`config.mk`:
```
export PLATFORM = sky130hd
export DESIGN_NAME = uart_rx
export DESIGN_NICKNAME = d
export VERILOG_FILES = /design/src/rtl/uart_rx.sv
export SDC_FILE = /design/constraint.sdc
export NUM_CORES = 1
export LEC_CHECK = 0
export CAP_MARGIN = 10
export CORE_MARGIN = 8
export CORE_UTILIZATION = 30
export CTS_BUF_LIST = sky130_fd_sc_hd__clkbuf_2 sky130_fd_sc_hd__clkbuf_4 sky130_fd_sc_hd__clkbuf_8
export CTS_CLUSTER_SIZE = 30
export DETAILED_ROUTE_END_ITERATION = 8
export SYNTH_ARGS = -nofsm -noshare
export SYNTH_HDL_FRONTEND = slang
export SYNTH_SLANG_ARGS = --single-unit
```
`constraint.sdc`:
```
create_clock -name clk -period 2.3 [get_ports clk]
set_clock_uncertainty 0.05 [all_clocks]
set_input_delay 0.575 -clock clk [delete_from_list [all_inputs] [get_ports clk]]
set_output_delay 0.575 -clock clk [all_outputs]
set_load 0.05 [all_outputs]
```
`src/rtl/uart_rx.sv`:
```
// Oversampling 8N1 UART receiver that assembles four consecutive bytes into one packet on pd0..pd3.
// A framing error discards the partial packet; a long idle gap after a partial packet also discards it.
module uart_rx #(
  parameter int OVS  = 16,
  parameter int TOUT = 160
) (
  input  logic       rst,
  input  logic       clk,
  input  logic       rxck,
  input  logic       rxsd,
  output logic [7:0] pd0,
  output logic [7:0] pd1,
  output logic [7:0] pd2,
  output logic [7:0] pd3,
  output logic       rdone,
  output logic       ferr,
  output logic       busy
);

  localparam int TW = (OVS > 1) ? $clog2(OVS) : 1;
  localparam int IW = $clog2(TOUT + 1);

  localparam logic [TW-1:0] TICK_HALF = TW'(OVS / 2 - 1);
  localparam logic [TW-1:0] TICK_LAST = TW'(OVS - 1);
  localparam logic [IW-1:0] IDLE_LAST = IW'(TOUT - 1);

  localparam logic [2:0] S_IDLE  = 3'd0;
  localparam logic [2:0] S_START = 3'd1;
  localparam logic [2:0] S_DATA  = 3'd2;
  localparam logic [2:0] S_STOP  = 3'd3;
  localparam logic [2:0] S_BRK   = 3'd4;

  logic          sync1_q, sync2_q;
  logic [2:0]    state_q, state_d;
  logic [TW-1:0] tick_q, tick_d;
  logic [2:0]    bit_q, bit_d;
  logic [7:0]    sh_q, sh_d;
  logic [7:0]    slot_q [4];
  logic [7:0]    slot_d [4];
  logic [1:0]    idx_q, idx_d;
  logic [IW-1:0] idle_q, idle_d;
  logic [7:0]    pd_q [4];
  logic [7:0]    pd_d [4];
  logic          rdone_q, rdone_d;
  logic          ferr_q, ferr_d;
  logic          rx;

  assign rx    = sync2_q;
  assign pd0   = pd_q[0];
  assign pd1   = pd_q[1];
  assign pd2   = pd_q[2];
  assign pd3   = pd_q[3];
  assign rdone = rdone_q;
  assign ferr  = ferr_q;
  assign busy  = (state_q != S_IDLE);

  always_comb begin
    state_d = state_q;
    tick_d  = tick_q;
    bit_d   = bit_q;
    sh_d    = sh_q;
    slot_d  = slot_q;
    idx_d   = idx_q;
    idle_d  = idle_q;
    pd_d    = pd_q;
    rdone_d = 1'b0;
    ferr_d  = 1'b0;
    if (rxck) begin
      case (state_q)
        S_IDLE: begin
          if (idx_q != 2'd0) begin
            if (idle_q == IDLE_LAST) begin
              idx_d  = 2'd0;
              idle_d = '0;
            end else begin
              idle_d = idle_q + 1'b1;
            end
          end
          // A start edge coinciding with a timeout still begins a frame; idx_d is 0 then.
          if (!rx) begin
            state_d = S_START;
            tick_d  = '0;
            idle_d  = '0;
          end
        end
        S_START: begin
          if (tick_q == TICK_HALF) begin
            tick_d  = '0;
            bit_d   = 3'd0;
            state_d = rx ? S_IDLE : S_DATA;
          end else begin
            tick_d = tick_q + 1'b1;
          end
        end
        S_DATA: begin
          if (tick_q == TICK_LAST) begin
            tick_d = '0;
            sh_d   = {rx, sh_q[7:1]};
            if (bit_q == 3'd7) state_d = S_STOP;
            else               bit_d   = bit_q + 1'b1;
          end else begin
            tick_d = tick_q + 1'b1;
          end
        end
        S_STOP: begin
          if (tick_q == TICK_LAST) begin
            tick_d = '0;
            if (rx) begin
              slot_d[idx_q] = sh_q;
              idx_d         = idx_q + 1'b1;
              state_d       = S_IDLE;
              // The fourth byte bypasses its slot so the whole packet lands on one edge.
              if (idx_q == 2'd3) begin
                pd_d[0] = slot_q[0];
                pd_d[1] = slot_q[1];
                pd_d[2] = slot_q[2];
                pd_d[3] = sh_q;
                rdone_d = 1'b1;
              end
            end else begin
              ferr_d  = 1'b1;
              idx_d   = 2'd0;
              state_d = S_BRK;
            end
          end else begin
            tick_d = tick_q + 1'b1;
          end
        end
        S_BRK: begin
          if (rx) state_d = S_IDLE;
        end
        default: state_d = S_IDLE;
      endcase
    end
  end

  always_ff @(posedge clk or negedge rst) begin
    if (!rst) begin
      sync1_q <= 1'b1;
      sync2_q <= 1'b1;
      state_q <= S_IDLE;
      tick_q  <= '0;
      bit_q   <= 3'd0;
      sh_q    <= 8'h00;
      idx_q   <= 2'd0;
      idle_q  <= '0;
      rdone_q <= 1'b0;
      ferr_q  <= 1'b0;
      for (int i = 0; i < 4; i++) begin
        slot_q[i] <= 8'h00;
        pd_q[i]   <= 8'h00;
      end
    end else begin
      sync1_q <= rxsd;
      sync2_q <= sync1_q;
      state_q <= state_d;
      tick_q  <= tick_d;
      bit_q   <= bit_d;
      sh_q    <= sh_d;
      idx_q   <= idx_d;
      idle_q  <= idle_d;
      rdone_q <= rdone_d;
      ferr_q  <= ferr_d;
      for (int i = 0; i < 4; i++) begin
        slot_q[i] <= slot_d[i];
        pd_q[i]   <= pd_d[i];
      end
    end
  end

endmodule

```
==> impl_metrics.env, run 1 <==
export IMPL_crit_chain="clkdlybuf4s50_1"
export IMPL_mappedNetlistArea_um2=3810
export IMPL_hold_class="in -> async"
export IMPL_groute_usage_overall_pct=9.47
export IMPL_internal_power_mw=2.66
export IMPL_die_area_um2=16600
export IMPL_peak_supply_drop_v=0.000482
export IMPL_grt_busiest_layer="met2"
export IMPL_final_min_clock_period_ps=2180
export IMPL_diodes=0
export IMPL_synth_distinct_cells=44
export IMPL_fin_tns_setup_ps=0
export IMPL_share_seq_of_total_power_pct=47.9
export IMPL_vias=2325
export IMPL_rsz0062_at_grt="false"
export IMPL_mostFrequentLayoutCells="86 x sky130_fd_sc_hd__dfrtp_1, 68 x sky130_fd_sc_hd__mux2_2, 36 x sky130_fd_sc_hd__clkdlybuf4s50_1"
export IMPL_globalRouteMet3Util_pct=3.81
export IMPL_cts_root_to_sink_buffers=2
export IMPL_first_pass_iters=4
export IMPL_cp_buffers_inverters=1
export IMPL_area_growth_synth_to_final_pct=25.0
export IMPL_first_pass_grt_wire_length_mm=12.4
export IMPL_place_hpwl_mm=5.06
export IMPL_finalHoldViolations=0
export IMPL_cts_resized=0
export IMPL_maxSlewViolCount=0
export IMPL_post_cts_setup_buffer_count=0
export IMPL_ctsHoldBuffers=0
export IMPL_routabilityCongestion=0.813
export IMPL_htree_depth=3
export IMPL_fp_dieH_um=129
export IMPL_detail_route_wl_per_cell_um=14.2
export IMPL_cts_tree="built"
export IMPL_numCtsBuffers=9
export IMPL_clock_power_share_pct=28.2
export IMPL_initial_utilization_pct=30.4
export IMPL_crit_path_top_delay_cell="sky130_fd_sc_hd__clkdlybuf4s50_1"
export IMPL_final_period_utilization_pct=94.9
export IMPL_endpoint_kind="output pin"
export IMPL_synthesis_instances=278
export IMPL_groute_layer_met1_usage_pct=11.6
export IMPL_asyncSetResetFlopFracSynth_pct=100
export IMPL_remaining_drc_errors=0
export IMPL_buffer_ports_inserted=38
export IMPL_die_width_um=129
export IMPL_cts_reportedPaths_clkPinSlew_ps=90
export IMPL_numClockSinks=88
export IMPL_multiInputGateArea_um2=1510
export IMPL_critical_path_startpoint_type="flop"
export IMPL_viasPerCell=4.55
export IMPL_synthesized_flop_and_latch_total=88
export IMPL_critical_path_max_stage_delay_ps=820
export IMPL_totalWireLength_mm=7.25
export IMPL_worstPathMaxFanout=2
export IMPL_avgSynthCellArea_um2=13.7
export IMPL_final_seq_area_um2=2200
export IMPL_clk_lat_worst_skew_ps=360
export IMPL_run_status="complete, no violations"
export IMPL_antenna_found_initial=0
export IMPL_drive_above_1_share_pct=34.2
export IMPL_grt_start_max_net_pins=38
export IMPL_timing_critical_path_arrival_ps=1560
export IMPL_drv_cap=0
export IMPL_layout_cells_most_common="sky130_fd_sc_hd__dfrtp_1"
export IMPL_clock_tree_root_cell="sky130_fd_sc_hd__clkbuf_8"
export IMPL_core_area_um2=12500
export IMPL_antenna_violating_nets_post_route=0
export IMPL_floorplan_rows=41
export IMPL_worst_slew_pin_transition_ps=514
export IMPL_switching_share_pct=32.4
export IMPL_p_total_mw=3.94
export IMPL_number_of_nets_in_the_synthesized_netlist=290
export IMPL_total_switching_power_mw=1.28
export IMPL_synth_warnings=0
export IMPL_report_final_setup_viol=0
export IMPL_max_freq_mhz=458
export IMPL_combPwrFrac_pct=23.9
export IMPL_pin_count=39
export IMPL_cp_top_family="buffers and inverters"
export IMPL_first_global_vias=2470
export IMPL_crit_type="reg -> out"
export IMPL_p_leak_nw=2.23
export IMPL_num_fill_cells=1276
export IMPL_seq_area_frac_synth_pct=57.9
export IMPL_timing_critical_path_required_ps=1670
export IMPL_drtIter0Drc=104
export IMPL_synth_enable_flop_cells=0
export IMPL_met2_usage_pct=14.9
export IMPL_grt_remaining_overflow=0
export IMPL_synth_top_flop_cell="sky130_fd_sc_hd__dfrtp_1"
export IMPL_final_net_count=346
export IMPL_p_per_area_nw_per_um2=827
export IMPL_relative_slew_slack_pct=65.7
==> power by group through the flow <==
stage                     Sequential, mW  Combinational [mW]  Clock (mW)
final                               1.89               0.940        1.11
after global routing                1.92                1.05        1.21
after CTS                           1.88               0.957        1.15
after detailed placement            1.91               0.949           0
after global placement              1.90               0.906           0
after floorplan                     1.84               0.752           0
==> path summary, 6_finish.rpt <==
kind	start	end	slack, ps	depth (start not counted)
worst max-delay path	pd0[4]	pd0[4]	120	1
worst min-delay path	rst	pd1[2]	100	1
worst max register to register	idle_q[0]	idx_q[1]	240	5
worst min register to register	sync1_q	rx	310	0
max in group asynchronous	rst	sync1_q	1490	2
min in group clk	sync1_q	rx	310	0
==> synthesized netlist by cell type, types with 3 or more instances <==
cell type	count	share of area, %
sky130_fd_sc_hd__dfrtp_1	86	57
sky130_fd_sc_hd__mux2_2	68	20
sky130_fd_sc_hd__nor2_1	15	1.5
sky130_fd_sc_hd__nand2_1	13	1.3
sky130_fd_sc_hd__inv_1	12	1.2
sky130_fd_sc_hd__ha_1	8	2.6
sky130_fd_sc_hd__o21ai_0	6	0.79
sky130_fd_sc_hd__a22o_1	5	1.2
sky130_fd_sc_hd__buf_2	5	0.66
sky130_fd_sc_hd__mux2i_1	5	1.3
sky130_fd_sc_hd__nand2b_1	5	0.82
sky130_fd_sc_hd__nand3_1	5	0.66
sky130_fd_sc_hd__xnor2_1	5	1.2
sky130_fd_sc_hd__a2111oi_4	3	2.2
sky130_fd_sc_hd__a21oi_1	3	0.39
==> per-stage QoR <==
stage          instance area (um2)  std cells  util, %  setup WS [ps]  hold WS, ps
3_5_place_dp                  4550        495     36.3           -239          299
4_1_cts                       4760        511     38.0           78.3          113
6_report                      4760        511     38.0            117          104
5_1_grt                       4760        511     38.0           40.6          119
2_1_floorplan                 3810        278        -            182          229
3_3_place_gp                  4550        495     36.3           -185          296
==> worst reg2reg max path, cell delays in order (launching register included) <==
cell                        delay, ps
sky130_fd_sc_hd__dfrtp_1          420
sky130_fd_sc_hd__ha_1             210
sky130_fd_sc_hd__nand4_2          130
sky130_fd_sc_hd__or4_4            540
sky130_fd_sc_hd__a2111oi_4        410
sky130_fd_sc_hd__mux2i_1          220
==> metal layers <==
layer	vias up	wire, um
met5	-	0
li1	1094	-
met1	1179	3300
met3	10	447
met4	0	89
met2	42	3420
==> layout make-up <==
class                           instances  share of cell area [%]
Sequential cell                        88                    46.3
Multi-Input combinational cell        168                    31.6
Timing Repair Buffer                   55                    12.1
Tap cell                              172                    4.52
Clock buffer                           11                    3.05
Clock inverter                          5                    1.37
Inverter                               12                   0.947
==> flip-flops by register name (all words and copies together) (netlist names) <==
| register | cells |
|---|---|
| bit_q | 3 |
| ferr | 1 |
| idle_q | 8 |
| idx_q | 2 |
| pd0 | 8 |
| pd1 | 8 |
| pd2 | 8 |
| pd3 | 8 |
| rdone | 1 |
| rx | 1 |
| sh_q | 8 |
| slot_q | 24 |
| state_q | 3 |
| sync1_q | 1 |
| tick_q | 4 |
==> cells by family (layout without fill, tap and decap cells) <==
group	after synthesis	after routing	synth area share (%)
adders and majority gates	8	8	2.63
muxes	73	73	21.4
buffers and inverters	22	83	2.56
AOI/OAI and AO/OA	27	27	6.67
and+or+nand+nor	54	54	7.43
DFF	88	88	57.9
xor gates and xnor gates	6	6	1.38
(Power assumes the default switching activity.)
==> inputs of run 2 (changes only) <==
--- a/config.mk
+++ b/config.mk
@@ -5,12 +5,15 @@
 export SDC_FILE = /design/constraint.sdc
 export NUM_CORES = 1
 export LEC_CHECK = 0
+export ABC_AREA = 1
 export CAP_MARGIN = 10
 export CORE_MARGIN = 8
 export CORE_UTILIZATION = 30
 export CTS_BUF_LIST = sky130_fd_sc_hd__clkbuf_2 sky130_fd_sc_hd__clkbuf_4 sky130_fd_sc_hd__clkbuf_8
 export CTS_CLUSTER_SIZE = 30
 export DETAILED_ROUTE_END_ITERATION = 8
+export PLACE_DENSITY = 0.55
+export SETUP_SLACK_MARGIN = 0.02
 export SYNTH_ARGS = -nofsm -noshare
 export SYNTH_HDL_FRONTEND = slang
 export SYNTH_SLANG_ARGS = --single-unit
==> run 2 against run 1 <==
Net effect: setup slack improved by 5.4 ps; hold slack improved by 36 ps; die area increased by 3.9%; wire length increased by 15%; clock power decreased by 10%; via count increased by 32%; combinational power decreased by 34%; count of clock-buffer cells in the layout unchanged; register-to-register slack improved by 270 ps; global-route usage increased by 0.74 points; critical path depth unchanged; first-iteration DRC count increased by 110%; largest cell class unchanged; largest power group unchanged.
==> impl_metrics.env, run 2 <==
export IMPL_run_status="complete, no violations"
export IMPL_setup_reg_to_reg_worst_slack_ps=510
export IMPL_htree_depth=3
export IMPL_rr_worst_depth=7
export IMPL_remaining_drc_errors=0
export IMPL_buffer_ports_inserted=38
export IMPL_numCtsBuffers=9
export IMPL_totalWireLength_mm=8.34
export IMPL_cts_tree="built"
export IMPL_pin_count=39
export IMPL_number_of_nets_in_the_synthesized_netlist=475
export IMPL_antenna_found_initial=0
export IMPL_mostFrequentLayoutCells="179 x sky130_fd_sc_hd__nand2_1, 86 x sky130_fd_sc_hd__dfrtp_1, 56 x sky130_fd_sc_hd__o21ai_0"
export IMPL_post_cts_setup_buffer_count=0
export IMPL_max_freq_mhz=459
export IMPL_maxSlewViolCount=0
export IMPL_grt_busiest_layer="met2"
export IMPL_worstPathMaxFanout=2
export IMPL_detail_route_wl_per_cell_um=12.1
export IMPL_worst_slew_pin_transition_ps=532
export IMPL_cp_buffers_inverters=1
export IMPL_ctsHoldBuffers=0
export IMPL_cts_resized=0
export IMPL_diodes=0
export IMPL_synth_warnings=0
export IMPL_globalRouteMet3Util_pct=3.20
export IMPL_met2_usage_pct=16.7
export IMPL_floorplan_rows=42
export IMPL_rsz0062_at_grt="false"
export IMPL_mappedNetlistArea_um2=3980
export IMPL_final_net_count=519
export IMPL_groute_layer_met1_usage_pct=12.4
export IMPL_drv_cap=0
export IMPL_synth_common_cells="179 x sky130_fd_sc_hd__nand2_1, 86 x sky130_fd_sc_hd__dfrtp_1, 56 x sky130_fd_sc_hd__o21ai_0"
export IMPL_area_growth_synth_to_final_pct=19.5
export IMPL_cts_reportedPaths_clkPinSlew_ps=90
export IMPL_seq_area_frac_synth_pct=55.5
export IMPL_p_total_mw=3.34
export IMPL_final_period_utilization_pct=94.7
export IMPL_crit_path_top_delay_cell="sky130_fd_sc_hd__clkdlybuf4s50_1"
export IMPL_crit_type="reg -> out"
export IMPL_synthesis_instances=463
export IMPL_numClockSinks=88
export IMPL_first_pass_grt_wire_length_mm=14.7
export IMPL_crit_chain="clkdlybuf4s50_1"
export IMPL_layout_cells_most_common="sky130_fd_sc_hd__nand2_1"
export IMPL_cts_root_to_sink_buffers=2
export IMPL_groute_usage_overall_pct=10.2
export IMPL_synth_enable_flop_cells=0
export IMPL_synth_top_cell_by_area="sky130_fd_sc_hd__dfrtp_1"
export IMPL_fp_dieH_um=131
export IMPL_hold_class="in -> async"
export IMPL_core_area_um2=13100
export IMPL_p_per_area_nw_per_um2=702
export IMPL_first_global_vias=3077
export IMPL_yosys_top_cells_area="sky130_fd_sc_hd__dfrtp_1 54%, sky130_fd_sc_hd__nand2_1 17%, sky130_fd_sc_hd__o21ai_0 7.1%, sky130_fd_sc_hd__inv_1 2.7%, sky130_fd_sc_hd__nor2_1 2.7%"
export IMPL_relative_slew_slack_pct=64.4
export IMPL_synth_distinct_cells=28
export IMPL_critical_path_reg2reg_startpoint="tick_q[0]"
export IMPL_num_fill_cells=1326
export IMPL_routabilityCongestion=0.805
export IMPL_die_area_um2=17200
export IMPL_synth_top_flop_cell="sky130_fd_sc_hd__dfrtp_1"
export IMPL_asyncSetResetFlopFracSynth_pct=100
export IMPL_synth_top_area_share_pct=54.1
export IMPL_place_hpwl_mm=6.02
export IMPL_clock_tree_root_cell="sky130_fd_sc_hd__clkbuf_8"
export IMPL_synthesized_flop_and_latch_total=88
export IMPL_report_final_setup_viol=0
export IMPL_antenna_violating_nets_post_route=0
export IMPL_cp_top_family="buffers and inverters"
export IMPL_timing_critical_path_arrival_ps=1550
export IMPL_finalHoldViolations=0
export IMPL_fin_tns_setup_ps=0
export IMPL_clk_lat_worst_skew_ps=350
export IMPL_peak_supply_drop_v=0.000447
export IMPL_critical_path_reg2reg_endpoint="pd3[1]"
export IMPL_critical_path_max_stage_delay_ps=830
export IMPL_die_width_um=131
export IMPL_first_pass_iters=4
export IMPL_initial_utilization_pct=30.4
export IMPL_grt_start_max_net_pins=40
export IMPL_avgSynthCellArea_um2=8.59
export IMPL_viasPerCell=4.46
export IMPL_final_min_clock_period_ps=2180
export IMPL_largest_register_ff_count=24
export IMPL_critical_path_startpoint_type="flop"
export IMPL_drtIter0Drc=214
export IMPL_vias=3066
export IMPL_synthMostInstantiatedCell="sky130_fd_sc_hd__nand2_1"
export IMPL_timing_critical_path_required_ps=1670
export IMPL_endpoint_kind="output pin"
export IMPL_drive_above_1_share_pct=8.01
export IMPL_grt_remaining_overflow=0
export IMPL_p_leak_nw=2.51
export IMPL_registers_top_by_ff_count="slot_q"
-- run 2: stage by stage --
stage	cells	instance area, um2	setup slack (ps)	hold WS (ps)	util [%]
final	688	4750	122	140	36.3
after global routing	688	4750	37.8	167	36.3
after CTS	688	4750	68.7	141	36.3
after detailed placement	672	4570	97.7	299	34.9
after global placement	672	4570	125	295	34.9
after floorplan	463	3980	592	229	-
-- run 2: area by class of cell --
type	instances	area [um2]	share of cell area [%]
Timing Repair Buffer	48	475	10.0
Clock inverter	5	38.8	0.816
Inverter	30	113	2.37
Sequential cell	88	2200	46.4
Clock buffer	11	145	3.06
Multi-Input combinational cell	330	1550	32.7
Tap cell	176	220	4.64
-- run 2: layer usage --
layer  vias to the layer above  share of wire (%)  wire (um)
li1                       1581                  -          -
met3                         2                4.3        357
met2                        48                 49       4090
met5                         -                  0          0
met1                      1435                 46       3850
met4                         0               0.44         37
-- run 2: where the power goes --
group | switching [mW] | leakage, nW | internal, mW
registers | 0.0931 | 1.20 | 1.63
clock network | 0.554 | 0.0937 | 0.442
logic | 0.425 | 1.22 | 0.191
-- run 2: cells by family (layout without fill, tap and decap cells) --
logic type                 after synthesis  after routing  share of synthesized area (%)
buffers and inverters                   45             94                           5.45
and+or+nand+nor                        241            241                           25.9
DFF                                     88             88                           55.5
AOI/OAI and AO/OA                       79             79                           10.3
adders and majority gates                8              8                           2.52
xor gates and xnor gates                 2              2                          0.441
-- run 2: worst max-delay path by stage --
stage	from	endpoint	slack, ps	cells past startpoint
floorplan	state_q[1]	idx_q[0]	590	8
global placement	rxck	slot_q[8]	130	7
detailed placement	rxck	pd3[1]	100	7
CTS	pd3[7]	pd3[7]	70	1
global route	state_q[0]	busy	40	3
finish	pd3[7]	pd3[7]	120	1
